==> src/rtl/z80_block_compare_engine.sv <==
// Execution unit for the Z80 block-compare family (CPI, CPD, CPIR, CPDR).
// Fetches its own operands over a req/ack read port and loops internally for repeating modes.
module z80_block_compare_engine #(
    parameter int ADDR_W  = 16,
    parameter int CNT_W   = 16,
    parameter int YIELD_N = 0
) (
    input  logic              clk,
    input  logic              reset_n,
    input  logic              start,
    input  logic              mode_dec,
    input  logic              mode_rep,
    input  logic [7:0]        a_in,
    input  logic [7:0]        f_in,
    input  logic [ADDR_W-1:0] hl_in,
    input  logic [CNT_W-1:0]  bc_in,
    input  logic              irq_pending,
    output logic              mem_req,
    output logic [ADDR_W-1:0] mem_addr,
    input  logic              mem_ack,
    input  logic [7:0]        mem_rdata,
    output logic              busy,
    output logic              done,
    output logic [ADDR_W-1:0] hl_out,
    output logic [CNT_W-1:0]  bc_out,
    output logic [7:0]        f_out,
    output logic              advance_ip,
    output logic [CNT_W-1:0]  iter_count
);

    typedef enum logic [1:0] {
        IDLE,
        READ,
        EVAL,
        DONE
    } state_t;

    localparam logic [CNT_W-1:0] YIELD_CNT = CNT_W'(YIELD_N);

    state_t            state;
    logic [7:0]        a_reg;
    logic [7:0]        f_reg;
    logic [7:0]        m_reg;
    logic [ADDR_W-1:0] hl_reg;
    logic [CNT_W-1:0]  bc_reg;
    logic              dec_reg;
    logic              rep_reg;

    logic [7:0]        diff;
    logic              zero;
    logic              half;
    logic [ADDR_W-1:0] hl_next;
    logic [CNT_W-1:0]  bc_next;
    logic [CNT_W-1:0]  iter_next;
    logic [7:0]        f_next;
    logic              finish_adv;
    logic              finish_yield;

    // One compare step: flags in Z80 order S Z 5 H 3 P/V N C, with 5, 3 and C passed through
    assign diff      = a_reg - m_reg;
    assign zero      = (diff == 8'h00);
    assign half      = (a_reg[3:0] < m_reg[3:0]);
    assign hl_next   = dec_reg ? (hl_reg - ADDR_W'(1)) : (hl_reg + ADDR_W'(1));
    assign bc_next   = bc_reg - CNT_W'(1);
    assign iter_next = iter_count + CNT_W'(1);
    assign f_next    = {diff[7], zero, f_reg[5], half, f_reg[3], (bc_next != '0), 1'b1, f_reg[0]};

    // Natural completion outranks a yield, so a found match or exhausted count always advances IP
    assign finish_adv   = !rep_reg || (bc_next == '0) || zero;
    assign finish_yield = irq_pending || ((YIELD_N != 0) && (iter_next == YIELD_CNT));

    always_ff @(posedge clk or negedge reset_n) begin
        if (!reset_n) begin
            state      <= IDLE;
            a_reg      <= '0;
            f_reg      <= '0;
            m_reg      <= '0;
            hl_reg     <= '0;
            bc_reg     <= '0;
            dec_reg    <= 1'b0;
            rep_reg    <= 1'b0;
            mem_req    <= 1'b0;
            mem_addr   <= '0;
            busy       <= 1'b0;
            done       <= 1'b0;
            hl_out     <= '0;
            bc_out     <= '0;
            f_out      <= '0;
            advance_ip <= 1'b0;
            iter_count <= '0;
        end else begin
            case (state)
                IDLE: begin
                    if (start) begin
                        a_reg      <= a_in;
                        f_reg      <= f_in;
                        hl_reg     <= hl_in;
                        bc_reg     <= bc_in;
                        dec_reg    <= mode_dec;
                        rep_reg    <= mode_rep;
                        iter_count <= '0;
                        advance_ip <= 1'b0;
                        mem_req    <= 1'b1;
                        mem_addr   <= hl_in;
                        busy       <= 1'b1;
                        state      <= READ;
                    end
                end

                READ: begin
                    if (mem_ack) begin
                        m_reg   <= mem_rdata;
                        mem_req <= 1'b0;
                        state   <= EVAL;
                    end
                end

                EVAL: begin
                    hl_reg     <= hl_next;
                    bc_reg     <= bc_next;
                    f_reg      <= f_next;
                    hl_out     <= hl_next;
                    bc_out     <= bc_next;
                    f_out      <= f_next;
                    iter_count <= iter_next;
                    if (finish_adv) begin
                        advance_ip <= 1'b1;
                        busy       <= 1'b0;
                        done       <= 1'b1;
                        state      <= DONE;
                    end else if (finish_yield) begin
                        advance_ip <= 1'b0;
                        busy       <= 1'b0;
                        done       <= 1'b1;
                        state      <= DONE;
                    end else begin
                        mem_req  <= 1'b1;
                        mem_addr <= hl_next;
                        state    <= READ;
                    end
                end

                DONE: begin
                    done  <= 1'b0;
                    state <= IDLE;
                end

                default: begin
                    state <= IDLE;
                end
            endcase
        end
    end

endmodule

==> config.mk <==
export PLATFORM = sky130hd
export DESIGN_NAME = z80_block_compare_engine
export DESIGN_NICKNAME = d
export VERILOG_FILES = /design/src/rtl/z80_block_compare_engine.sv
export SDC_FILE = /design/constraint.sdc
export NUM_CORES = 1
export LEC_CHECK = 0
export ABC_AREA = 0
export BUFFER_PORTS_ARGS = -buffer_cell sky130_fd_sc_hd__buf_2
export CAP_MARGIN = 20
export CORE_MARGIN = 1.5
export CORE_UTILIZATION = 38
export CTS_CLUSTER_SIZE = 25
export DETAILED_ROUTE_END_ITERATION = 6
export PLACE_DENSITY_LB_ADDON = 0.15
export SLEW_MARGIN = 20
export SYNTH_ARGS = -nofsm -noshare
export SYNTH_HDL_FRONTEND = slang
export SYNTH_SLANG_ARGS = --single-unit
export TNS_END_PERCENT = 30
==> constraint.sdc <==
create_clock -name clk -period 2.8 [get_ports clk]
set_clock_uncertainty 0.15 [all_clocks]
set_input_delay 0.56 -clock clk [delete_from_list [all_inputs] [get_ports clk]]
set_output_delay 0.56 -clock clk [all_outputs]
set_load 0.005 [all_outputs]
======== Word level (Yosys, flattened, before mapping) ========
Cells that the tools add are included.
word-level totals
  flip-flop bits (word level) ............. 131
  latch bits .............................. 0
  bits in writable memories ............... 0
  bits in read-only memories .............. 0
  input bits .............................. 63
  output and inout bits ................... 76
  word-level logic and storage cells ...... 82
  memories kept ........................... 0
operators by class
  add/sub/neg operators ................... 5
  $mul .................................... 0
  div/mod/pow operators ................... 0
  order comparisons ....................... 1
  equal/unequal tests ..................... 8
  shift operators ......................... 0
  multiplexer cells ....................... 31
  bitwise gates (word level) .............. 1
  reductions and logical operators ........ 19
operator list
  cell                                                                   count
  16-bit case mux with 2 select lines                                    4
  16-bit 2-to-1 mux                                                      6
  16-bit by 1-bit adder with 16-bit output (second input constant)       2
  16-bit by 1-bit subtractor with 16-bit output (second input constant)  2
  16-bit logical NOT                                                     1
  16-bit nonzero test                                                    1
  6-bit case mux with 2 select lines                                     1
  1-bit 2-to-1 mux                                                       10
  2-bit AND reduction                                                    5
  8-bit logical NOT                                                      1
  2-bit 2-to-1 mux                                                       4
  2-bit inequality test (second input constant)                          4
  2-bit case mux with 4 select lines                                     1
  8-bit subtractor                                                       1
  6-bit 2-to-1 mux                                                       1
  1-bit case mux with 2 select lines                                     3
  3-bit AND reduction                                                    2
  5-bit AND reduction                                                    1
  2-bit == test (second input constant)                                  2
  4-bit less-than comparator                                             1
  4-bit AND reduction                                                    1
  2-bit nonzero test                                                     2
  3-bit inequality test (second input constant)                          1
  1-bit case mux with 3 select lines                                     1
  other kinds (6)                                                        7

======== Longest topological paths before layout ========
Gate-level depths: netlist of run 1.
  word-level depth ........................ 6
  mapped depth ............................ 10
  gate-level depth less buffers ........... 9

======== Least setup slack after synthesis of run 1 ========
No wires, ideal clock.
  path kind ............................... flip-flop to flip-flop
  start point ............................. reg dec_reg
  end point ............................... reg mem_addr[15]
  setup time .............................. 0.125 ns
  arrival time ............................ 2.528 ns
  required time ........................... 2.525 ns
  setup slack ............................. -0.003 ns
  cell stages (with the launch flop) ...... 9
  path buffers ............................ 0
  clock period less this slack ............ 2.803 ns
  path through ............................ dfrtp_1 -> ha_1 -> and3_1 -> and3_1 -> a211o_1 -> a221oi_1 -> mux2i_1 -> nor2_1 -> mux2_4
between the ends
  word-level cells in the longest chain between the ends .. 4
ends and longest elaborated chain
  what                                 RTL line  text
  start: declaration                   46        logic dec_reg;
  start signal: assignment             99        dec_reg <= mode_dec;
  16-bit 2-to-1 mux                    63        assign hl_next = dec_reg ? (hl_reg - ADDR_W'(1)) : (hl_reg + ADDR_W'(1));
  16-bit 2-to-1 mux                    131       end else if (finish_yield) begin
  16-bit 2-to-1 mux                    126       if (finish_adv) begin
  16-bit case mux with 2 select lines  92        case (state)
  end signal: assignment               104       mem_addr <= hl_in;
  end signal: assignment               138       mem_addr <= hl_next;
  end: declaration                     19        output logic [ADDR_W-1:0] mem_addr,
No other way between the ends. The select of a mux whose other input is x is not followed.
A chain may end at the register's enable or synchronous reset.

======== Final worst setup path of run 1 ========
Ends and elaborated chain as after synthesis.

==> results of run 1 <==
[tightest hold or removal path: cells and delay by family]
family,cells,cell delay [ns]
buf+inv,1,0.08
simple gates,2,0.08
[path summary, 6_finish.rpt]
check / slack (ns) / end / startpoint / depth (start not counted)
worst max-delay path: 0.05 / mem_addr[15] / dec_reg / 9
worst min-delay path: 0.17 / a_reg[7] / a_in[7] / 3
worst max register to register: 0.05 / mem_addr[15] / dec_reg / 9
worst min register to register: 0.32 / f_out[1] / f_out[1] / 1
max in group asynchronous: 1.27 / mem_addr[8] / reset_n / 3
min in group asynchronous: 0.54 / hl_out[1] / reset_n / 2
[repair_timing]
action	CTS	global route
setup endpoints to repair	3	21
endpoints found under the hold margin	55	0
setup buffers	3	4
pin swaps	2	11
hold buffers	1	0
resized for setup	8	22
[kinds of logic after synthesis]
group           after synthesis
fa+ha+maj                    25
simple gates                284
flops                       131
buf+inv                      54
mux                          30
xor+xnor                     21
compound gates              181
[routing by layer]
metal | global-route usage, % | routed length, um | up-vias
met5 | 0 | 0 | -
met4 | 5.56 | 178 | 0
met3 | 5.48 | 1070 | 20
met2 | 32.1 | 8670 | 149
met1 | 27.1 | 8600 | 2854
li1 | - | - | 2923
[cells in the mapped netlist, types with 10 or more instances]
master / count
a21o_1: 14
a21oi_1: 40
clkbuf_1: 26
dfrtp_1: 131
ha_1: 24
inv_1: 17
mux2_2: 12
mux2i_1: 11
nand2_1: 139
nand2b_1: 11
nand3_1: 21
nor2_1: 56
nor3_1: 11
o21ai_0: 59
xnor2_1: 10
xor2_1: 10
[cells in the final DEF (no fill, tap or decap), drive strengths merged, types with 3 or more instances in the layout]
| cell type | count |
|---|---|
| mux2i | 11 |
| nor3 | 12 |
| xor2 | 10 |
| nor4 | 5 |
| xnor2 | 10 |
| and2 | 5 |
| o21bai | 3 |
| nor2 | 56 |
| nand3b | 3 |
| o31ai | 7 |
| clkinv | 4 |
| buf | 188 |
| mux2 | 19 |
| a221o | 6 |
| or2 | 3 |
| a22oi | 3 |
| a21oi | 40 |
| and3 | 7 |
| dfrtp | 131 |
| o211ai | 6 |
| ha | 24 |
| or3 | 7 |
| o311ai | 3 |
| a211oi | 6 |
| nand2 | 140 |
| nand3 | 21 |
| bufinv | 4 |
| o21ai | 59 |
| a31oi | 6 |
| nor3b | 6 |
| nand2b | 11 |
| a21o | 14 |
| clkbuf | 21 |
| inv | 18 |
[area by class of cell]
| class | instances | area (um^2) | area share [%] |
|---|---|---|---|
| diodes | 1 | 2.50 | 0.0279 |
| clock buffers | 20 | 457 | 5.10 |
| clock inverters | 11 | 178 | 1.98 |
| inverters | 17 | 63.8 | 0.712 |
| multi-input cells | 541 | 3540 | 39.5 |
| flip-flops and latches | 131 | 3280 | 36.6 |
| well taps | 229 | 287 | 3.20 |
| repair buffers | 190 | 1150 | 12.8 |
[power breakdown]
group	internal (mW)	total (mW)	leakage (nW)	switching, mW
combinational	2.87	6.25	2.47	3.38
sequential	2.72	3.25	1.60	0.521
clock	1.54	2.39	0.304	0.850
==> flow_summary.yaml, run 1 <==
grt:
  grt_pass1_wl_um: 29900
  grt_max_degree: 106
  grtUsageTotal_pct: 20.2
  antenna_found_initial: 0
  grt_pass1_vias: 5799
  gr-total-overflow: 0
logic_synthesis:
  synth-xor-area-share_pct: 2.88
  yosysWarnings: 0
  synth_edf_count: 0
  avgSynthCellArea_um2: 9.50
  synthCells: 726
  yosysTopAreaCell: "dfrtp_1"
  synthArstFlopShare_pct: 100
  ys_seq_area_share_pct: 47.5
  ys_seq_elements: 131
  synth_area_mm2: 0.00690
  yosys_most_used_dff: "dfrtp_1"
  synth-compound-area-share_pct: 17.1
  synth_top_family_by_area: "simple AND/OR/NAND/NOR gates"
  yosysTopAreaCellShare_pct: 47.5
  yosys-top-cells-area: "dfrtp_1, nand2_1, ha_1"
  synth_cell_type_count: 70
  synth_mux_area_share_pct: 5.08
  synthSimpleGateAreaFrac_pct: 19.5
  synth_nets: 814
  yosys.area_share.adder_pct: 4.64
clock_network:
  htree_num_levels: 4
  numCtsBuffers: 17
  clk_pin_slew_ns: 0.07
  clk_latency_ns: 0.43
  cts_tree: "built"
  clock_sinks: 131
  clockBufferDepth: 2
  cts_root_buf: "clkbuf_16"
drt:
  dr.pass1.iters: 4
  postRouteAntennaNets: 0
  vias: 5946
  drc: 0
  wl_per_cell_um: 16.2
  initialDrtViolationCount: 312
  routed_wl_um: 18500
  via_per_inst: 5.22
place:
  dp_slack_ns: -0.0279
  place.gp.congestion: 0.828
  dpl_cell_area_mm2: 0.00812
  hpwl_um: 13000
  placed_cells: 1100
  portBuffers: 133
outcome:
  run_status: "completed"
worst_setup_path:
  path_class: "register to register"
  path_buf_inv: 1
  crit_arrival_ns: 2.89
  crit_path_cell_trace: "buf_6, ha_1, a211oi_2, nor2_2, a211o_1, a221oi_2, mux2i_2, nor2_1, mux2_4"
  crit_path_start_kind: "register"
  critPathSlowestCell: "dfrtp_2"
  path_max_fanout: 5
  worstPathRequired_ns: 2.95
  worstSetupEndpointType: "register"
  cp_top_family: "compound AO/OA/AOI/OAI gates"
  max_stage_delay_ns: 0.40
finish:
  final_nets: 986
  area_growth_pct: 29.9
  fin_util_pct: 50.0
  finalInstanceArea_mm2: 0.00896
  filler_cell_count: 1706
  final_cells: 1140
  drive_gt1_share_pct: 30.3
pwr:
  p_total_mw: 11.9
  power_density_mw_per_mm2: 1330
  p_leak_nw: 4.37
  irDropWorstVdd_v: 0.000499
floorplanning:
  die_y_um: 138
  core-area_mm2: 0.0179
  die_w_um: 138
  std_cell_rows: 49
  die_area_mm2: 0.0190
  io_pins: 139
  initial_core_util_pct: 38.5
sta:
  report.final.slew_viol_count: 0
  fin_crit_ns: 2.75
  report.final.setup_viol: 0
  rsz0062_at_grt: "true"
  tns_ns: 0
  max_freq_mhz: 364
  relSlewSlack_pct: 62.6
  setup_slack_ns: 0.0527
  period_share_pct: 98.1
  worst_slew_pin_slew_ns: 0.561
  whs_ns: 0.174
  finalHoldViolCount: 0
min_path:
  min_path_type: "input pin to register"
job:
  maxCapViolCount: 0
Power figures use the tool's default switching activity.
==> run 2, diff against run 1 <==
==> constraint.sdc (replaced) <==
create_clock -name clk -period 2.8 [get_ports clk]
set_clock_uncertainty 0.15 [all_clocks]
set_input_delay 0.42 -clock clk [delete_from_list [all_inputs] [get_ports clk]]
set_output_delay 0.42 -clock clk [all_outputs]
set_load 0.005 [all_outputs]
==> flow_summary.yaml, run 2 (synthesis gave the netlist of run 1 again) <==
pwr:
  p_clk_share_pct: 18.3
  p_total_mw: 11.5
  irDropWorstVdd_v: 0.000510
  p_int_mw: 6.80
  pwr-share-seq_pct: 28.3
  swShare_pct: 41.1
  p_comb_share_pct: 53.4
  p_leak_nw: 4.29
  switchingPower_mw: 4.74
  power_density_mw_per_mm2: 1310
sta:
  max_freq_mhz: 363
  report.final.setup_viol: 0
  rsz0062_at_grt: "true"
  report.final.slew_viol_count: 0
  tns_ns: 0
  setup_slack_ns: 0.0478
  relSlewSlack_pct: 65.7
  worst_slew_pin_slew_ns: 0.512
  period_share_pct: 98.3
  finalHoldViolCount: 0
  fin_crit_ns: 2.75
floorplanning:
  std_cell_rows: 49
  initial_core_util_pct: 38.5
  core-area_mm2: 0.0179
  die_y_um: 138
  io_pins: 139
  die_area_mm2: 0.0190
  die_w_um: 138
worst_setup_path:
  worstSetupEndpointType: "register"
  crit_arrival_ns: 2.91
  r2r-start: "dec_reg"
  crit_path_start_kind: "register"
  path_max_fanout: 6
  reg2reg_to: "mem_addr[13]"
  path_class: "register to register"
  regToRegSetupSlack_ns: 0.05
  worstPathRequired_ns: 2.96
  rr_worst_depth: 11
finish:
  drive_gt1_share_pct: 29.9
  area_growth_pct: 27.9
  final_cell_mix: "nand2_1, buf_2, dfrtp_1"
  final_common_cell: "nand2_1"
  final_nets: 978
  filler_cell_count: 1666
  finalInstanceArea_mm2: 0.00882
clock_network:
  cts_tree: "built"
  clock_sinks: 131
  htree_num_levels: 4
  cts_root_buf: "clkbuf_16"
  clockBufferDepth: 2
  clk_pin_slew_ns: 0.06
  numCtsBuffers: 17
  clk_latency_ns: 0.42
drt:
  dr.pass1.iters: 5
  initialDrtViolationCount: 380
  wl_per_cell_um: 16.4
  routed_wl_um: 18600
  via_per_inst: 5.25
  vias: 5939
  drc: 0
  postRouteAntennaNets: 0
place:
  place.gp.congestion: 0.831
  hpwl_um: 12700
  dp_slack_ns: 0.00770
  portBuffers: 133
  dpl_cell_area_mm2: 0.00808
min_path:
  hp-start: "f_in[3]"
  min_path_type: "input pin to register"
  min_to: "f_reg[3]"
  worstHoldPathCells: 3
grt:
  antenna_found_initial: 2
  grt_pass1_wl_um: 29300
  gr-total-overflow: 0
  grt_max_degree: 106
  grtUsageTotal_pct: 20.0
  grt_pass1_vias: 5789
job:
  maxCapViolCount: 0
outcome:
  run_status: "completed"
run 2: final cells by class:
class	count	area, um^2	share of cell area, %
Sequential cell	131	3280	37.2
Antenna cell	1	2.50	0.0284
Inverter	17	63.8	0.723
Clock inverter	12	108	1.22
Clock buffer	19	453	5.13
Timing Repair Buffer	182	1090	12.4
Multi-Input combinational cell	541	3540	40.1
Tap cell	229	287	3.25
run 2: worst max-delay path by stage:
| stage | start | endpoint | slack, ns | cells past startpoint |
|---|---|---|---|---|
| after floorplan | dec_reg | mem_addr[15] | 0.08 | 8 |
| after global routing | dec_reg | mem_addr[15] | -0.02 | 10 |
| after global placement | dec_reg | mem_addr[15] | 0.05 | 9 |
| after CTS | bc_reg[5] | mem_addr[0] | 0.004 | 7 |
| after detailed placement | bc_reg[5] | mem_addr[0] | 0.008 | 7 |
| final | dec_reg | mem_addr[13] | 0.05 | 11 |
run 2: routing by layer:
layer | part of all wire [%] | global-route usage (%) | vias to the layer above
met5 | 0.064 | 0 | -
met4 | 1.6 | 6.48 | 2
met3 | 5.9 | 5.45 | 24
met2 | 47 | 31.8 | 175
met1 | 45 | 26.3 | 2840
li1 | - | - | 2898
run 2: power by group through the flow:
stage | sequential [mW] | combinational, mW | clock (mW)
final | 3.27 | 6.16 | 2.12
after global routing | 3.39 | 6.81 | 2.25
after CTS | 3.27 | 5.77 | 2.17
after detailed placement | 3.29 | 5.71 | 0
after global placement | 3.26 | 5.55 | 0
after floorplan | 3.25 | 3.72 | 0
run 2: what timing repair did:
item | 4_1_cts | 5_1_grt
hold buffers | 1 | 0
pin swaps | 0 | 15
hold endpoints to repair | 36 | 0
buffers inserted | 0 | 4
cloned | 0 | 0
resized for setup | 1 | 31
endpoints found under the setup margin | 1 | 21
run 2: per-stage QoR:
stage	utilization, %	hold slack [ns]	cells
after floorplan	-	-0.0256	726
after global placement	45.1	0.198	1095
after detailed placement	45.1	0.207	1095
after CTS	48.4	0.0182	1127
after global routing	49.3	0.0222	1132
final	49.3	0.0339	1132
run 2: critical path, stage by stage (launching register included):
cell	delay [ns]
dfrtp_2	0.48
buf_6	0.17
ha_4	0.21
buf_6	0.12
a21oi_2	0.15
o21ai_1	0.09
a211o_1	0.33
buf_6	0.15
a31oi_4	0.18
mux2i_2	0.26
nand2_1	0.08
mux2_4	0.26
==> run 3, diff against run 2 <==
--- a/config.mk
+++ b/config.mk
@@ -12,6 +12,7 @@
 export CORE_UTILIZATION = 38
 export CTS_CLUSTER_SIZE = 25
 export DETAILED_ROUTE_END_ITERATION = 6
+export HOLD_SLACK_MARGIN = 0.15
 export PLACE_DENSITY_LB_ADDON = 0.15
 export SLEW_MARGIN = 20
 export SYNTH_ARGS = -nofsm -noshare
==> flow_summary.yaml, run 3 (synthesis gave the netlist of run 1 again) <==
pwr:
  pwr-share-seq_pct: 28.1
  p_leak_nw: 4.45
  swShare_pct: 41.0
  switchingPower_mw: 4.76
  irDropWorstVdd_v: 0.000511
  power_density_mw_per_mm2: 1260
  p_clk_share_pct: 18.3
  p_total_mw: 11.6
  p_int_mw: 6.84
  p_comb_share_pct: 53.6
sta:
  rsz0062_at_grt: "true"
  period_share_pct: 98.2
  max_freq_mhz: 364
  fin_crit_ns: 2.75
  report.final.setup_viol: 0
  relSlewSlack_pct: 65.6
  setup_slack_ns: 0.0509
  report.final.slew_viol_count: 0
  whs_ns: 0.162
  worst_slew_pin_slew_ns: 0.514
  finalHoldViolCount: 0
finish:
  final_cell_mix: "nand2_1, buf_2, dfrtp_1"
  final_nets: 1018
  fin_util_pct: 51.5
  area_growth_pct: 33.7
  final_common_cell: "nand2_1"
  drive_gt1_share_pct: 28.7
worst_setup_path:
  cp.depth: 10
  crit_arrival_ns: 2.91
  worstSetupEndpointType: "register"
  crit_path_start_kind: "register"
  max_stage_delay_ns: 0.48
  path_buf_inv: 2
  critPathSlowestCell: "dfrtp_2"
  rr_worst_depth: 10
  path_max_fanout: 6
  path_class: "register to register"
  cp_top_family: "compound AO/OA/AOI/OAI gates"
  worstPathRequired_ns: 2.96
  crit_path_cell_trace: "buf_6, ha_4, and3_1, and3_1, a211o_1, buf_6, a31oi_4, mux2i_2, nand2_1, mux2_4"
drt:
  routed_wl_um: 18900
  initialDrtViolationCount: 318
  drc: 0
  postRouteAntennaNets: 0
  wl_per_cell_um: 16.1
  via_per_inst: 5.21
  vias: 6110
  dr.pass1.iters: 5
clock_network:
  clk_latency_ns: 0.42
  numCtsBuffers: 17
  clockBufferDepth: 2
  cts_tree: "built"
  clk_pin_slew_ns: 0.06
  cts_root_buf: "clkbuf_16"
  htree_num_levels: 4
  clock_sinks: 131
grt:
  grt_pass1_wl_um: 29800
  grt_pass1_vias: 5965
  grtUsageTotal_pct: 20.3
  grt_max_degree: 106
  antenna_found_initial: 1
  gr-total-overflow: 0
floorplanning:
  io_pins: 139
  std_cell_rows: 49
  die_y_um: 138
  initial_core_util_pct: 38.5
  die_area_mm2: 0.0190
  die_w_um: 138
  core-area_mm2: 0.0179
place:
  hpwl_um: 12700
  portBuffers: 133
  place.gp.congestion: 0.831
  dp_slack_ns: 0.00770
job:
  maxCapViolCount: 0
min_path:
  min_path_type: "input pin to register"
  worstHoldPathCells: 3
outcome:
  run_status: "completed"
==> run 3: timing repair <==
| item | CTS | global route |
|---|---|---|
| setup buffers | 0 | 4 |
| hold buffers | 41 | 0 |
| endpoints found under the setup margin | 1 | 21 |
| pin swaps | 0 | 15 |
| gates resized for setup | 1 | 31 |
| endpoints found under the hold margin | 76 | 0 |
==> run 3: through the flow <==
stage | std cells | area (um^2) | TNS, ns
4_1_cts | 1167 | 9060 | 0
5_1_grt | 1172 | 9230 | -0.0630
3_3_place_gp | 1095 | 8080 | 0
2_1_floorplan | 726 | 6900 | 0
6_report | 1172 | 9230 | 0
3_5_place_dp | 1095 | 8080 | 0
==> run 3: cell type report <==
| class | count | area [um^2] |
|---|---|---|
| Inverter | 17 | 63.8 |
| Tap cell | 229 | 287 |
| Clock buffer | 19 | 453 |
| Timing Repair Buffer | 222 | 1500 |
| Fill cell | 1625 | 8680 |
| Antenna cell | 1 | 2.50 |
| Sequential cell | 131 | 3280 |
| Multi-Input combinational cell | 541 | 3540 |
| Clock inverter | 12 | 108 |
==> run 3: worst min-delay path: cells and delay by family <==
kind            cells  cell delay, ns
compound gates      2            0.19
buf+inv             1            0.09
==> run 3: per-layer routing <==
| layer | global-route usage [%] | vias up | routed length, um |
|---|---|---|---|
| met4 | 6.71 | 0 | 368 |
| met1 | 26.7 | 2920 | 8580 |
| met5 | 0 | - | 0 |
| li1 | - | 2975 | - |
| met3 | 5.22 | 34 | 1110 |
| met2 | 32.5 | 181 | 8790 |
==> run 3: power groups by stage <==
stage	clock network [mW]	registers, mW	logic [mW]
4_1_cts	2.17	3.27	5.82
6_report	2.12	3.26	6.22
5_1_grt	2.25	3.38	6.86
3_3_place_gp	0	3.26	5.55
2_1_floorplan	0	3.25	3.72
3_5_place_dp	0	3.29	5.71
==> run 3: final timing paths <==
| path | endpoint | from | slack (ns) |
|---|---|---|---|
| max reg2reg | mem_addr[13] | dec_reg | 0.05 |
| min in group asynchronous | mem_addr[2] | reset_n | 0.32 |
| max | mem_addr[13] | dec_reg | 0.05 |
| max in group asynchronous | m_reg[6] | reset_n | 1.45 |
| min reg2reg | hl_out[6] | hl_out[6] | 0.32 |
| min | hl_reg[11] | hl_in[11] | 0.16 |
